--- config.mk ---
export PLATFORM = sky130hd
export DESIGN_NAME = reg_status_file
export DESIGN_NICKNAME = d
export VERILOG_FILES = /design/src/rtl/reg_status_file_pkg.sv /design/src/rtl/reg_read_port.sv /design/src/rtl/reg_status_file.sv
export SDC_FILE = /design/constraint.sdc
export NUM_CORES = 2
export LEC_CHECK = 0
export BUFFER_PORTS_ARGS = -buffer_cell sky130_fd_sc_hd__buf_2
export CAP_MARGIN = 25
export CORE_ASPECT_RATIO = 1.4
export CORE_MARGIN = 2
export CORE_UTILIZATION = 54
export CTS_CLUSTER_DIAMETER = 200
export CTS_CLUSTER_SIZE = 28
export DETAILED_ROUTE_END_ITERATION = 8
export MAX_ROUTING_LAYER = met4
export PLACE_DENSITY = 0.72
export REMOVE_ABC_BUFFERS = 1
export SLEW_MARGIN = 0
export SYNTH_ARGS = -nofsm -noshare
export SYNTH_HDL_FRONTEND = slang
export SYNTH_HIERARCHICAL = 1
export SYNTH_SLANG_ARGS = --single-unit
--- constraint.sdc ---
create_clock -name clk -period 55.1 [get_ports clk]
set_clock_uncertainty 0.1 [all_clocks]
set_input_delay 8.265 -clock clk [delete_from_list [all_inputs] [get_ports clk]]
set_output_delay 8.265 -clock clk [all_outputs]
set_load 0.03 [all_outputs]
--- src/rtl/reg_status_file_pkg.sv ---
// Shared widths, tag encoding and small helpers for the register status file.
// Consumed by reg_status_file and reg_read_port.
package reg_status_file_pkg;

    localparam int REG_NUM_WIDTH  = 5;
    localparam int COMMON_WIDTH   = 32;
    localparam int INST_TAG_WIDTH = 5;
    localparam int NUM_REGS       = 1 << REG_NUM_WIDTH;
    localparam int BUSY_WIDTH     = REG_NUM_WIDTH + 1;

    typedef logic [REG_NUM_WIDTH-1:0]  reg_idx_t;
    typedef logic [COMMON_WIDTH-1:0]   word_t;
    typedef logic [INST_TAG_WIDTH-1:0] tag_t;
    typedef logic [BUSY_WIDTH-1:0]     busy_t;

    // ROB tags occupy 0..15; bit 4 alone marks "no producer pending".
    localparam tag_t TAG_INVALID = 5'h10;

    function automatic logic tag_is_valid(input tag_t t);
        return t != TAG_INVALID;
    endfunction

endpackage

--- src/rtl/reg_read_port.sv ---
// One combinational operand read port: register-file mux with the r0 rule.
// Optional commit-to-read forwarding is selected by REGFILE_BYPASS_EN.
module reg_read_port
    import reg_status_file_pkg::*;
(
    input  logic [REG_NUM_WIDTH-1:0]  addr,
    input  logic [COMMON_WIDTH-1:0]   data_q [NUM_REGS],
    input  logic [INST_TAG_WIDTH-1:0] tag_q  [NUM_REGS],
    input  logic                      wb_en,
    input  logic [REG_NUM_WIDTH-1:0]  wb_rd,
    input  logic [COMMON_WIDTH-1:0]   wb_data,
    input  logic [INST_TAG_WIDTH-1:0] wb_tag,
    output logic [COMMON_WIDTH-1:0]   val,
    output logic [INST_TAG_WIDTH-1:0] tag
);

`ifdef REGFILE_BYPASS_EN
    logic fwd_hit;

    // Forward only a commit that would actually retire the current producer.
    assign fwd_hit = wb_en && (wb_rd == addr) && (addr != '0)
                     && tag_is_valid(wb_tag) && (tag_q[addr] == wb_tag);
`else
    logic unused_wb;

    assign unused_wb = ^{wb_en, wb_rd, wb_data, wb_tag};
`endif

    // NOTE: every output gets a default before any branch so no latch is inferred.
    always_comb begin
        val = data_q[addr];
        tag = tag_q[addr];
        if (addr == '0) begin
            val = '0;
            tag = TAG_INVALID;
        end
`ifdef REGFILE_BYPASS_EN
        if (fwd_hit) begin
            val = wb_data;
            tag = TAG_INVALID;
        end
`endif
    end

endmodule

--- src/rtl/reg_status_file.sv ---
// Renamed register file: 32 data words plus a pending ROB tag per register.
// Define REGFILE_BYPASS_EN to forward same-cycle commits onto the read ports.
module reg_status_file
    import reg_status_file_pkg::*;
(
    input  logic                      clk,
    input  logic                      rst,
    input  logic                      iss_en,
    input  logic [REG_NUM_WIDTH-1:0]  iss_rd,
    input  logic [INST_TAG_WIDTH-1:0] iss_tag,
    input  logic [REG_NUM_WIDTH-1:0]  rs1_addr,
    input  logic [REG_NUM_WIDTH-1:0]  rs2_addr,
    output logic [COMMON_WIDTH-1:0]   rs1_val,
    output logic [COMMON_WIDTH-1:0]   rs2_val,
    output logic [INST_TAG_WIDTH-1:0] rs1_tag,
    output logic [INST_TAG_WIDTH-1:0] rs2_tag,
    input  logic                      wb_en,
    input  logic [REG_NUM_WIDTH-1:0]  wb_rd,
    input  logic [COMMON_WIDTH-1:0]   wb_data,
    input  logic [INST_TAG_WIDTH-1:0] wb_tag,
    input  logic                      flush,
    output logic [BUSY_WIDTH-1:0]     busy_cnt
);

    word_t data_q [NUM_REGS];
    tag_t  tag_q  [NUM_REGS];
    word_t data_n [NUM_REGS];
    tag_t  tag_n  [NUM_REGS];
    busy_t busy_q;
    busy_t busy_n;

    logic issue_ok;
    logic commit_ok;

    // A TAG_INVALID tag on either port turns that operation into a no-op.
    assign issue_ok  = iss_en && tag_is_valid(iss_tag) && !flush;
    assign commit_ok = wb_en && tag_is_valid(wb_tag);

    // Priority per register: commit, then issue (younger rename wins), then flush.
    always_comb begin
        data_n = data_q;
        tag_n  = tag_q;
        busy_n = '0;
        for (int i = 1; i < NUM_REGS; i++) begin
            if (commit_ok && wb_rd == reg_idx_t'(i)) begin
                data_n[i] = wb_data;
                if (tag_q[i] == wb_tag) begin
                    tag_n[i] = TAG_INVALID;
                end
            end
            if (issue_ok && iss_rd == reg_idx_t'(i)) begin
                tag_n[i] = iss_tag;
            end
            if (flush) begin
                tag_n[i] = TAG_INVALID;
            end
            if (tag_is_valid(tag_n[i])) begin
                busy_n = busy_n + busy_t'(1);
            end
        end
    end

    // NOTE: the array is flops, not a RAM macro, so it is reset like any other
    // state; reads right after reset must return 0 / TAG_INVALID.
    always_ff @(posedge clk or posedge rst) begin
        if (rst) begin
            for (int i = 0; i < NUM_REGS; i++) begin
                data_q[i] <= '0;
                tag_q[i]  <= TAG_INVALID;
            end
            busy_q <= '0;
        end else begin
            // NOTE: sequential state uses non-blocking assignment only.
            data_q <= data_n;
            tag_q  <= tag_n;
            busy_q <= busy_n;
        end
    end

    assign busy_cnt = busy_q;

    reg_read_port u_rs1 (
        .addr    (rs1_addr),
        .data_q  (data_q),
        .tag_q   (tag_q),
        .wb_en   (wb_en),
        .wb_rd   (wb_rd),
        .wb_data (wb_data),
        .wb_tag  (wb_tag),
        .val     (rs1_val),
        .tag     (rs1_tag)
    );

    reg_read_port u_rs2 (
        .addr    (rs2_addr),
        .data_q  (data_q),
        .tag_q   (tag_q),
        .wb_en   (wb_en),
        .wb_rd   (wb_rd),
        .wb_data (wb_data),
        .wb_tag  (wb_tag),
        .val     (rs2_val),
        .tag     (rs2_tag)
    );

endmodule

==> results.md <==
* Floorplan die height at 430 µm
* TritonCTS Buffers at 47
* Vias in the first global route at approximately 50000
* CTS root buffer: clkbuf_16
* Commonest register cell after synthesis: dfrtp_1
* Fraction of layout instances using a drive strength above 1 at around 40%
* Worst setup slack for register-to-register paths at approximately 34000 ps
* Cell taking the most area after synthesis: dfrtp_1
* Antenna-violating nets left at 0
* Instance area after placement at 71800 µm²
* Synthesis-to-finish area growth at 4.75%
* Hold violation count in the final report at 0
* Critical path capture point type: register
* Half-perimeter wire length of the detailed placement result at 133000 µm
* Filler Cells Inserted at between 10000 and 15000
* DRC violations left at 0
* Pre-CTS setup slack at 25280 ps
* Total negative slack at 0 ps
* Max_slew headroom at between 20% and 30%
* Number of setup buffers added after CTS at 0
* IO Count at 147
* Startpoint types: primary input
* Endpoints failing setup at 0
* Crit path kind: in2reg
* Most numerous cell on the critical path: ha_1
* Beginning of the worst hold path: data_q[98]
* Placer's final routability congestion estimate at 0.958
* Total met3 wirelength after detailed routing at 18800 µm
* Mean Syn Cell Area at between 10 and 15 µm²
* Drt first-iter violations at 4874
* Starting density of the core at ~54%
* Worst hold path depth at 1
* Clock slew at reported path FFs at 110 ps
* FF-to-FF Start: tag_q[149]
* Max Slew Vio Count at 0
* DR top layer: met4
* Minimum hold slack at ~430 ps
* Cell types occupying the most area after synthesis: dfrtp_1 40%, mux2_2 17%, mux4_2 17%
* Max Fclk at approximately 34 MHz
* Final core utilization at 56.9%
* Post-layout minimum cycle time at 29310 ps
* Pin slew with the least headroom to its limit at 1160 ps
* CTS H-tree lvls at 2
* Area of the multi-input gates at 38800 µm²
* Final cell count without fillers at between 6000 and 7000
* Overall routed net length at around 220000 µm
* Length of the first detailed-routing pass in iterations at 8
* Count of maximum capacitance violations at 0
* Depth of the worst register-to-register path at between 100 and 150
* Sequential area share after synthesis at 41.3%
* Final setup margin at 25790 ps
* Post-synthesis cell count at about 5300
* Average routed wire per standard cell at 31.4 µm
* Worst voltage drop across the vdd grid at 0.0273 mV
* Unique cell type count in the Yosys netlist at 116
* Global route total overflow at 0
* Horiz. Die Dim at 308 µm
* Number of synthesized register bits at 1153
* CTS tree: yes
* Routed wire length on met2 at 106000 µm
* Total number of vias at 48800
* Initial antenna violation count at 12
* Setup repair after global routing missed its margin: no
* Met1 layer wirelength in the final routing at 78900 µm
* Inst Count DP at between 6000 and 7000
* Hold/Removal Path Class: reg2reg
* Synth async-reset ratio at 100%
* Cell types with the highest counts after synthesis: 1122 x dfrtp_1, 1073 x mux2_2, 518 x mux4_2
* Arrival @ worst endpoint at 29820 ps
* Final instance area at about 73000 µm²
* Yosys warning count at 6
* Area fraction of the dominant cell type after synthesis at approximately two fifths
* All-Layer GR Usage at 33.8%
* Rows at 156
* Seq. cell area at 28900 µm²
* Leak at 31.1 nW
* Number of nets in the layout at between 5000 and 6000
* CTS resizes at 0
* Power per Cell Area at 28.0 nW/µm²
* Standard cell with the maximum stage delay on the critical path: nand2_4
* Port buffer count at 146
* Period Utilization, post-route at 53.2%
* Hold EP: data_q[98]
* Maximum cell stage delay along the critical path at 670 ps
* Deepest clock path buffer count at 3
* Result of the run: completed
* Core area at 129000 µm²
* Global-route wire length before repair at 322000 µm
* Clock sink total at 1153
* Hold-fix buffers at CTS at 0
* Clock latency on the worst-skew pair at 680 ps
* Largest driver fanout on the critical path at 33
* Post-synthesis cell area at 70000 µm²
* Most frequently used cell type in the post-synthesis netlist: dfrtp_1
* Area enclosed by the die boundary at between 100000 and 150000 µm²
* Required time at the endpoint of the critical path at 55600 ps
* Power, Total at about 2.1 mW
* Endpoint of the worst-slack reg-to-reg timing path: busy_cnt[5]
* Pin count of the biggest net entering global routing at 185
* Detail-routed via count per cell at 7.05
* EDFF count, synth at 0
==> state kept, by name, indices dropped and copies added, names as in the netlist <==
register	flops
busy_cnt	6
data_q	992
tag_q	155
==> metal layers <==
layer / track usage [%] / up-vias
met2: 53.8 / 2415
met1: 40.7 / 25600
met5: - / -
li1: - / 20100
met3: 6.06 / 646
met4: 18.8 / 0
==> logic make-up (layout without fill, tap and decap cells) <==
logic type	Yosys count	in the layout	share of synthesized area [%]
XOR/XNOR	274	274	4.11
flip-flops	1153	1153	41.3
AND/OR/NAND/NOR	789	789	5.91
other	2	89	0.0107
AO/OA/AOI/OAI	760	760	8.02
buffers and inverters	584	412	3.85
adder cells (fa/ha/maj)	30	30	0.536
multiplexers	1753	1753	36.3
==> layout make-up <==
cell class              instances  area share [%]
diodes                         15          0.0512
clock buffers                  64            1.72
clock inverters                 3          0.0751
inverters                      70           0.376
multi-input cells            3680            53.0
flip-flops and latches       1153            39.4
well taps                    1659            2.83
repair buffers                275            2.56
==> how the worst max path moves through the flow <==
| stage | from | end | slack [ps] | cells after the start |
|---|---|---|---|---|
| after detailed placement | wb_rd[1] | busy_cnt[5] | 25280 | 104 |
| final | wb_rd[1] | busy_cnt[5] | 25790 | 104 |
| after floorplan | rst | busy_cnt[0] | 14310 | 1 |
| after global routing | flush | busy_cnt[5] | 24150 | 105 |
| after CTS | wb_rd[1] | busy_cnt[5] | 25910 | 104 |
| after global placement | wb_tag[2] | busy_cnt[4] | 25760 | 107 |
==> layout by cell type, fill, tap and decap left out, types with 122 or more instances in the layout <==
master and instances:
dfrtp_1 1122, mux2_2 1073, mux4_2 518, nor2_1 194, nand2_1 168, mux2i_1 161, a22oi_1 146, buf_2 142
xnor2_1 135, o21ai_0 122
==> power breakdown <==
group | internal (mW) | total, mW | switching [mW]
Combinational | 0.290 | 0.524 | 0.234
Sequential | 0.989 | 1.09 | 0.100
Clock | 0.163 | 0.437 | 0.274
Total | 1.44 | 2.05 | 0.608
==> critical path: cells and delay by family <==
family	cells	cell delay (ps)
AOI/OAI and AO/OA	30	5320
xor gates and xnor gates	3	600
adders and majority gates	28	8140
buffers and inverters	8	810
muxes	6	1570
and+or+nand+nor	29	5110
(Power assumes the default switching activity.)
